==> src/rtl/mem_pkg.sv <==
// Shared types, opcodes and decode helpers for the MEM pipeline stage.
// Also provides default datapath width macros when the build does not supply them.
`ifndef W_OPER
`define W_OPER 6
`endif
`ifndef W_REGF
`define W_REGF 5
`endif
`ifndef W_DATA
`define W_DATA 32
`endif
`ifndef W_ADDR
`define W_ADDR 32
`endif

package mem_pkg;

    // Operation codes: memory ops reuse the MIPS primary opcodes.
    localparam logic [`W_OPER-1:0] OP_NOP = 6'h00;
    localparam logic [`W_OPER-1:0] OP_ADD = 6'h01;
    localparam logic [`W_OPER-1:0] OP_SUB = 6'h02;
    localparam logic [`W_OPER-1:0] OP_LB  = 6'h20;
    localparam logic [`W_OPER-1:0] OP_LH  = 6'h21;
    localparam logic [`W_OPER-1:0] OP_LW  = 6'h23;
    localparam logic [`W_OPER-1:0] OP_LBU = 6'h24;
    localparam logic [`W_OPER-1:0] OP_LHU = 6'h25;
    localparam logic [`W_OPER-1:0] OP_SB  = 6'h28;
    localparam logic [`W_OPER-1:0] OP_SH  = 6'h29;
    localparam logic [`W_OPER-1:0] OP_SW  = 6'h2B;

    typedef enum logic [3:0] {
        NONE, LB, LBU, LH, LHU, LW, SB, SH, SW
    } mm_kind_t;

    typedef enum logic {
        ST_IDLE,
        ST_BUSY
    } mem_state_t;

    function automatic mm_kind_t decode_mm(input logic [`W_OPER-1:0] oper);
        mm_kind_t kind;
        case (oper)
            OP_LB:   kind = LB;
            OP_LBU:  kind = LBU;
            OP_LH:   kind = LH;
            OP_LHU:  kind = LHU;
            OP_LW:   kind = LW;
            OP_SB:   kind = SB;
            OP_SH:   kind = SH;
            OP_SW:   kind = SW;
            default: kind = NONE;
        endcase
        return kind;
    endfunction

    function automatic logic is_load(input mm_kind_t kind);
        return (kind == LB) || (kind == LBU) || (kind == LH) ||
               (kind == LHU) || (kind == LW);
    endfunction

    function automatic logic is_store(input mm_kind_t kind);
        return (kind == SB) || (kind == SH) || (kind == SW);
    endfunction

endpackage

==> src/rtl/mem_access_if.sv <==
// Data bus between the MEM stage (master) and the data memory (slave):
// one registered request, acknowledged with same-cycle read data.
interface mem_access_if;
    logic        req;
    logic        wr;
    logic [31:0] addr;
    logic [3:0]  wstrb;
    logic [31:0] wdata;
    logic        ack;
    logic [31:0] rdata;

    modport master (
        output req, wr, addr, wstrb, wdata,
        input  ack, rdata
    );

    modport slave (
        input  req, wr, addr, wstrb, wdata,
        output ack, rdata
    );
endinterface

==> src/rtl/load_ext.sv <==
// Little-endian lane select and sign/zero extension of a read word.
module load_ext
    import mem_pkg::*;
(
    input  mm_kind_t    kind,
    input  logic [1:0]  lane,
    input  logic [31:0] rdata,
    output logic [31:0] data
);
    logic [7:0]  byte_sel;
    logic [15:0] half_sel;

    always_comb begin
        byte_sel = rdata[7:0];
        case (lane)
            2'd0: byte_sel = rdata[7:0];
            2'd1: byte_sel = rdata[15:8];
            2'd2: byte_sel = rdata[23:16];
            2'd3: byte_sel = rdata[31:24];
            default: byte_sel = rdata[7:0];
        endcase
        half_sel = lane[1] ? rdata[31:16] : rdata[15:0];
    end

    always_comb begin
        data = 32'd0;
        case (kind)
            LB:      data = {{24{byte_sel[7]}}, byte_sel};
            LBU:     data = {24'd0, byte_sel};
            LH:      data = {{16{half_sel[15]}}, half_sel};
            LHU:     data = {16'd0, half_sel};
            LW:      data = rdata;
            default: data = 32'd0;
        endcase
    end
endmodule

==> src/rtl/mem_access.sv <==
// MEM stage of the MIPS pipeline: single-outstanding data bus transaction with stall,
// load alignment/extension and MEM/WB register. Option: MEM_ALIGN_CHECK_EN.
module mem_access
    import mem_pkg::*;
(
    input  logic                clk,
    input  logic                rst,
    input  logic                valid_in,
    input  logic [`W_OPER-1:0]  oper,
    input  logic [`W_ADDR-1:0]  addr,
    input  logic [`W_DATA-1:0]  wr_data,
    input  logic [`W_DATA-1:0]  rd_data_a,
    input  logic [`W_ADDR-1:0]  pc,
    input  logic [`W_REGF-1:0]  rd_regf,
    output logic                stall,
    mem_access_if.master        bus,
    output logic                valid_out,
    output logic [`W_OPER-1:0]  oper_out,
    output logic [`W_REGF-1:0]  rd_regf_out,
    output logic [`W_DATA-1:0]  rd_data_a_out,
    output logic [`W_DATA-1:0]  rd_data_b,
    output logic [`W_ADDR-1:0]  pc_out,
    output logic                exc_misalign,
    output logic [31:0]         badvaddr
);
    mm_kind_t    kind;
    mem_state_t  state, state_nx;
    logic        ld, st, is_mem, misalign, start;
    logic [3:0]  wstrb_nx;
    logic [31:0] wdata_nx;
    logic [31:0] ld_data;

    assign kind   = decode_mm(oper);
    assign ld     = is_load(kind);
    assign st     = is_store(kind);
    assign is_mem = ld || st;

`ifdef MEM_ALIGN_CHECK_EN
    always_comb begin
        misalign = 1'b0;
        case (kind)
            LH, LHU, SH: misalign = addr[0];
            LW, SW:      misalign = |addr[1:0];
            default:     misalign = 1'b0;
        endcase
    end
`else
    assign misalign = 1'b0;
`endif

    always_comb begin
        state_nx = state;
        stall    = 1'b0;
        start    = 1'b0;
        case (state)
            ST_IDLE: begin
                if (valid_in && is_mem && !misalign) begin
                    start    = 1'b1;
                    stall    = 1'b1;
                    state_nx = ST_BUSY;
                end
            end
            ST_BUSY: begin
                stall = !bus.ack;
                if (bus.ack)
                    state_nx = ST_IDLE;
            end
            default: state_nx = ST_IDLE;
        endcase
    end

    always_ff @(posedge clk or posedge rst) begin
        if (rst)
            state <= ST_IDLE;
        else
            state <= state_nx;
    end

    // Sub-word stores replicate the data across lanes; the strobe picks the live one.
    always_comb begin
        wstrb_nx = 4'b0000;
        wdata_nx = 32'd0;
        case (kind)
            SB: begin
                wstrb_nx = 4'b0001 << addr[1:0];
                wdata_nx = {4{wr_data[7:0]}};
            end
            SH: begin
                wstrb_nx = addr[1] ? 4'b1100 : 4'b0011;
                wdata_nx = {2{wr_data[15:0]}};
            end
            SW: begin
                wstrb_nx = 4'b1111;
                wdata_nx = wr_data;
            end
            default: begin
                wstrb_nx = 4'b0000;
                wdata_nx = 32'd0;
            end
        endcase
    end

    always_ff @(posedge clk or posedge rst) begin
        if (rst) begin
            bus.req   <= 1'b0;
            bus.wr    <= 1'b0;
            bus.addr  <= 32'd0;
            bus.wstrb <= 4'b0000;
            bus.wdata <= 32'd0;
        end else if (start) begin
            bus.req   <= 1'b1;
            bus.wr    <= st;
            bus.addr  <= {addr[31:2], 2'b00};
            bus.wstrb <= wstrb_nx;
            bus.wdata <= wdata_nx;
        end else if (state == ST_BUSY && bus.ack) begin
            bus.req   <= 1'b0;
        end
    end

    load_ext u_load_ext (
        .kind  (kind),
        .lane  (addr[1:0]),
        .rdata (bus.rdata),
        .data  (ld_data)
    );

    // A stalled cycle emits a bubble; a misaligned op still retires, with its write suppressed.
    always_ff @(posedge clk or posedge rst) begin
        if (rst) begin
            valid_out     <= 1'b0;
            oper_out      <= '0;
            rd_regf_out   <= '0;
            rd_data_a_out <= '0;
            rd_data_b     <= '0;
            pc_out        <= '0;
            exc_misalign  <= 1'b0;
            badvaddr      <= 32'd0;
        end else if (!stall) begin
            valid_out     <= valid_in;
            oper_out      <= oper;
            rd_regf_out   <= (valid_in && misalign) ? '0 : rd_regf;
            rd_data_a_out <= rd_data_a;
            rd_data_b     <= (state == ST_BUSY && bus.ack && ld) ? ld_data : 32'd0;
            pc_out        <= pc;
            exc_misalign  <= valid_in && misalign;
            badvaddr      <= (valid_in && misalign) ? addr : 32'd0;
        end else begin
            valid_out     <= 1'b0;
            exc_misalign  <= 1'b0;
        end
    end
endmodule

==> src/flat_wrapper.sv <==
// flat-port wrapper written by rule: the top's interface ports become plain ports
module mem_access_flat import mem_pkg::*;
  (clk, rst, valid_in, oper, addr, wr_data, rd_data_a, pc, rd_regf, stall, valid_out, oper_out, rd_regf_out, rd_data_a_out, rd_data_b, pc_out, exc_misalign, badvaddr, bus_req, bus_wr, bus_addr, bus_wstrb, bus_wdata, bus_ack, bus_rdata);
  mem_access_if bus_i ();
  input  logic clk;
  input  logic rst;
  input  logic valid_in;
  input  logic [`W_OPER-1:0] oper;
  input  logic [`W_ADDR-1:0] addr;
  input  logic [`W_DATA-1:0] wr_data;
  input  logic [`W_DATA-1:0] rd_data_a;
  input  logic [`W_ADDR-1:0] pc;
  input  logic [`W_REGF-1:0] rd_regf;
  output logic stall;
  output logic valid_out;
  output logic [`W_OPER-1:0] oper_out;
  output logic [`W_REGF-1:0] rd_regf_out;
  output logic [`W_DATA-1:0] rd_data_a_out;
  output logic [`W_DATA-1:0] rd_data_b;
  output logic [`W_ADDR-1:0] pc_out;
  output logic exc_misalign;
  output logic [31:0] badvaddr;
  output wire logic [$bits(bus_i.req)-1:0] bus_req;
  output wire logic [$bits(bus_i.wr)-1:0] bus_wr;
  output wire logic [$bits(bus_i.addr)-1:0] bus_addr;
  output wire logic [$bits(bus_i.wstrb)-1:0] bus_wstrb;
  output wire logic [$bits(bus_i.wdata)-1:0] bus_wdata;
  input wire logic [$bits(bus_i.ack)-1:0] bus_ack;
  input wire logic [$bits(bus_i.rdata)-1:0] bus_rdata;
  assign bus_req = bus_i.req;
  assign bus_wr = bus_i.wr;
  assign bus_addr = bus_i.addr;
  assign bus_wstrb = bus_i.wstrb;
  assign bus_wdata = bus_i.wdata;
  assign bus_i.ack = bus_ack;
  assign bus_i.rdata = bus_rdata;
  mem_access u_core (.clk(clk), .rst(rst), .valid_in(valid_in), .oper(oper), .addr(addr), .wr_data(wr_data), .rd_data_a(rd_data_a), .pc(pc), .rd_regf(rd_regf), .stall(stall), .bus(bus_i), .valid_out(valid_out), .oper_out(oper_out), .rd_regf_out(rd_regf_out), .rd_data_a_out(rd_data_a_out), .rd_data_b(rd_data_b), .pc_out(pc_out), .exc_misalign(exc_misalign), .badvaddr(badvaddr));
endmodule
==> config.mk <==
export PLATFORM = sky130hd
export DESIGN_NAME = mem_access_flat
export DESIGN_NICKNAME = d
export VERILOG_FILES = /design/src/rtl/mem_pkg.sv /design/src/rtl/mem_access_if.sv /design/src/rtl/load_ext.sv /design/src/rtl/mem_access.sv /design/src/flat_wrapper.sv
export SDC_FILE = /design/constraint.sdc
export NUM_CORES = 1
export LEC_CHECK = 0
export BUFFER_PORTS_ARGS = -buffer_cell sky130_fd_sc_hd__buf_2
export CORE_AREA = 5 5 146 148
export CTS_CLUSTER_SIZE = 40
export DETAILED_ROUTE_END_ITERATION = 7
export DIE_AREA = 0 0 151 153
export PLACE_DENSITY = 0.7
export RECOVER_POWER = 50
export SLEW_MARGIN = 0
export SYNTH_ARGS = -nofsm -noshare
export SYNTH_HDL_FRONTEND = slang
export SYNTH_SLANG_ARGS = --single-unit
==> constraint.sdc <==
create_clock -name clk -period 5.8 [get_ports clk]
set_clock_uncertainty 0.05 [all_clocks]
set_input_delay 0.29 -clock clk [delete_from_list [all_inputs] [get_ports clk]]
set_output_delay 0.29 -clock clk [all_outputs]
set_load 0.02 [all_outputs]
==> metrics.txt <==
hold buffer count at CTS 5; root buf cell clkbuf_16; IO Port Bufs 351; Clk Latency, worst-skew pair 0.41 ns; clk buf depth 2; Critical Path AT 3.09 ns; Layout area overhead 29.7%; total CTS buffers 17; post-CTS setup repair buffer count 0; TNS Setup 0 ns; Initial Util 38.8%; delay-heaviest family, CP simple AND/OR/NAND/NOR gates; fmax 291 MHz; first-pass GRT wire length 36.6 mm; Pwr per Cell Area 320 nW/µm²; max-slew violation count 0; Core Region roughly 20000 µm²; TritonCTS clock tree built; dpl ws 2.37 ns; DIE AREA around 23000 µm²; Worst Setup Start Kind flip-flop; Max Cap Viol 0; CP bufs+invs 2; Hold Crit Class in -> reg; fin crit period 3.43 ns; Cell Area, Synth 7730 µm²; clk sinks roughly 180; GPL Wtd Cong 0.831; Finished Layout Cells approximately 1300; Relative slew margins ~16%; Critical Path, Cell by Cell nor4bb_1 > o211a_2 > buf_4 > or2_4 > buf_2; Finished Core Util 50.4%; Vias 6474; number of global-route vias before repair 6540; post-cts sizing count 0; Rows 52; DR vias/cell 5.06; DP Wirelength 17.9 mm; Tot GR Track Use between 20% and 30%; IO Count 387; pin slew with the least headroom to its limit 1.26 ns; Final Hold Fails 0; CP max stage delay 0.81 ns; proportion of layout cells with a drive suffix above 1 31.3%; register area share after synthesis 57.3%; TritonRoute pass-1 iters 5; Leakage 4.73 nW; worst vdd ir 0.171 mV; worst-path fanout max 68; Tot Pwr 3.21 mW; Total Wirelength about 24 mm; status finished, final reports clean; htree depth 4; post-DR wirelength/cell 18.7 µm; pin count of the biggest net entering global routing between 100 and 150; Worst setup EP type output pin; fin nets 1172; Mapped Avg Cell Area 11.8 µm²; Clock transition at path regs 0.07 ns; post-route ant nets 0; post-route clock period utilization 59.2%; global route overflow 0; Die Height between 150 and 200 µm; worst setup margin 2.37 ns; Yosys warning count 0; DR iter-0 viols 341; RSZ-0062 raised after global routing no; CP Data Required Time 5.46 ns; DRC 0; Post-Synthesis Cells 656; critical path's slowest cell or2_4; critical path type reg -> out; die width 151 µm; hold_ws 0.0214 ns; Placement Cell Area approximately 9600 µm²; diodes inserted 0; Placed Instances 1243; Setup-failing EPs final 0; Synth cell types 45; initial antenna violation count 0; Finished Cell Area 10000 µm²; synthesized flop and latch total around 180
==> kinds of logic (layout without fill, tap and decap cells) <==
family	Yosys count	in the layout	synth area share, %
simple gates	169	169	9.63
buf+inv	88	408	6.31
other cells	1	35	0.0485
mux	92	92	14.4
flops	177	177	57.3
compound gates	129	129	12.3
==> where the power goes <==
group	total, mW	internal (mW)	switching (mW)
combinational	0.600	0.199	0.402
sequential	1.42	1.36	0.0660
clock	1.19	0.667	0.519
total	3.21	2.22	0.986
==> worst min-delay path, delay by kind of cell <==
kind / cells / cell delay (ns)
AND/OR/NAND/NOR: 2 / 0.09
buffers and inverters: 1 / 0.07
==> per-layer routing <==
metal / routed length [µm] / up-vias / global-route usage [%]
met5: 0 / - / 0
met4: 365 / 0 / 4.84
met3: 2390 / 23 / 6.40
met2: 11700 / 320 / 33.0
met1: 9450 / 3184 / 26.0
li1: - / 2947 / -
==> sequential cells by signal, summed over array words and instances, names as in the netlist <==
name	flops
u_core.rd_data_a_out	32
u_core.bus.wdata	32
u_core.pc_out	32
u_core.oper_out	6
u_core.rd_regf_out	5
u_core.bus.wr	1
u_core.bus.addr	30
u_core.state	1
u_core.bus.req	1
u_core.valid_out	1
u_core.rd_data_b	32
u_core.bus.wstrb	4
==> synth_stat cells, drive strengths merged <==
| cell type | instances | share of area, % |
|---|---|---|
| o2111a | 1 | 0.15 |
| or2 | 2 | 0.16 |
| conb | 1 | 0.049 |
| and2 | 8 | 0.65 |
| and3 | 1 | 0.081 |
| o211a | 1 | 0.13 |
| nor3 | 3 | 0.26 |
| a2111oi | 1 | 0.36 |
| nor4 | 1 | 0.081 |
| o21ai | 43 | 2.8 |
| nand4 | 2 | 0.16 |
| a221o | 24 | 3.1 |
| o2bb2ai | 1 | 0.11 |
| nand3 | 7 | 0.45 |
| mux4 | 8 | 2.3 |
| a32oi | 1 | 0.11 |
| nand2b | 4 | 0.32 |
| and4bb | 1 | 0.16 |
| mux2 | 73 | 11 |
| a21boi | 1 | 0.097 |
| nor2 | 13 | 0.63 |
| a211oi | 1 | 0.097 |
| nor3b | 2 | 0.26 |
| dfrtp | 177 | 57 |
| o211ai | 7 | 0.68 |
| o221ai | 8 | 0.91 |
| o221a | 1 | 0.15 |
| a21oi | 9 | 0.58 |
| a22oi | 20 | 1.9 |
| mux2i | 11 | 1.4 |
| inv | 14 | 0.68 |
| buf | 51 | 4.5 |
| nand2 | 117 | 5.7 |
| clkbuf | 23 | 1.1 |
| nor2b | 6 | 0.49 |
| a22o | 9 | 1.0 |
| a21o | 1 | 0.097 |
| nor4bb | 1 | 0.13 |
| or3b | 1 | 0.11 |
==> worst paths after layout <==
check                                startpoint              endpoint  slack, ns  cells past startpoint
max                                u_core.state                 stall       2.37                      5
min                                    addr[18]   u_core.bus.addr[18]       0.02                      3
max reg2reg                        u_core.state     u_core.pc_out[17]       2.42                      6
min reg2reg                u_core.bus.wdata[15]  u_core.bus.wdata[15]       0.42                      2
max in group asynchronous                   rst   u_core.bus.addr[16]       4.12                      3
min in group asynchronous                   rst     u_core.pc_out[28]       0.04                      2
==> layout by cell type, fill, tap and decap left out, types with 6 or more instances in the layout <==
cell,count
dfrtp_1,177
o221ai_1,8
buf_2,189
nand3_1,7
a22o_1,9
nand2_1,117
clkbuf_16,17
nor2b_1,6
a221o_1,24
mux4_2,8
conb_1,35
o211ai_1,7
o21ai_0,43
buf_4,6
mux2_2,73
a21oi_1,9
a22oi_1,20
and2_1,8
nor2_1,13
inv_1,13
mux2i_1,11
clkbuf_1,163
==> final cells by class <==
type                       instances  area, µm²
tap                              270        338
sequential                       177       4430
multi-input combinational        425       2940
timing repair buffer             362       1650
clock buffer                      19        443
inverter                          14       57.6
clock inverter                    13        168
fill                            1935       9880
Power figures use the tool's default switching activity.
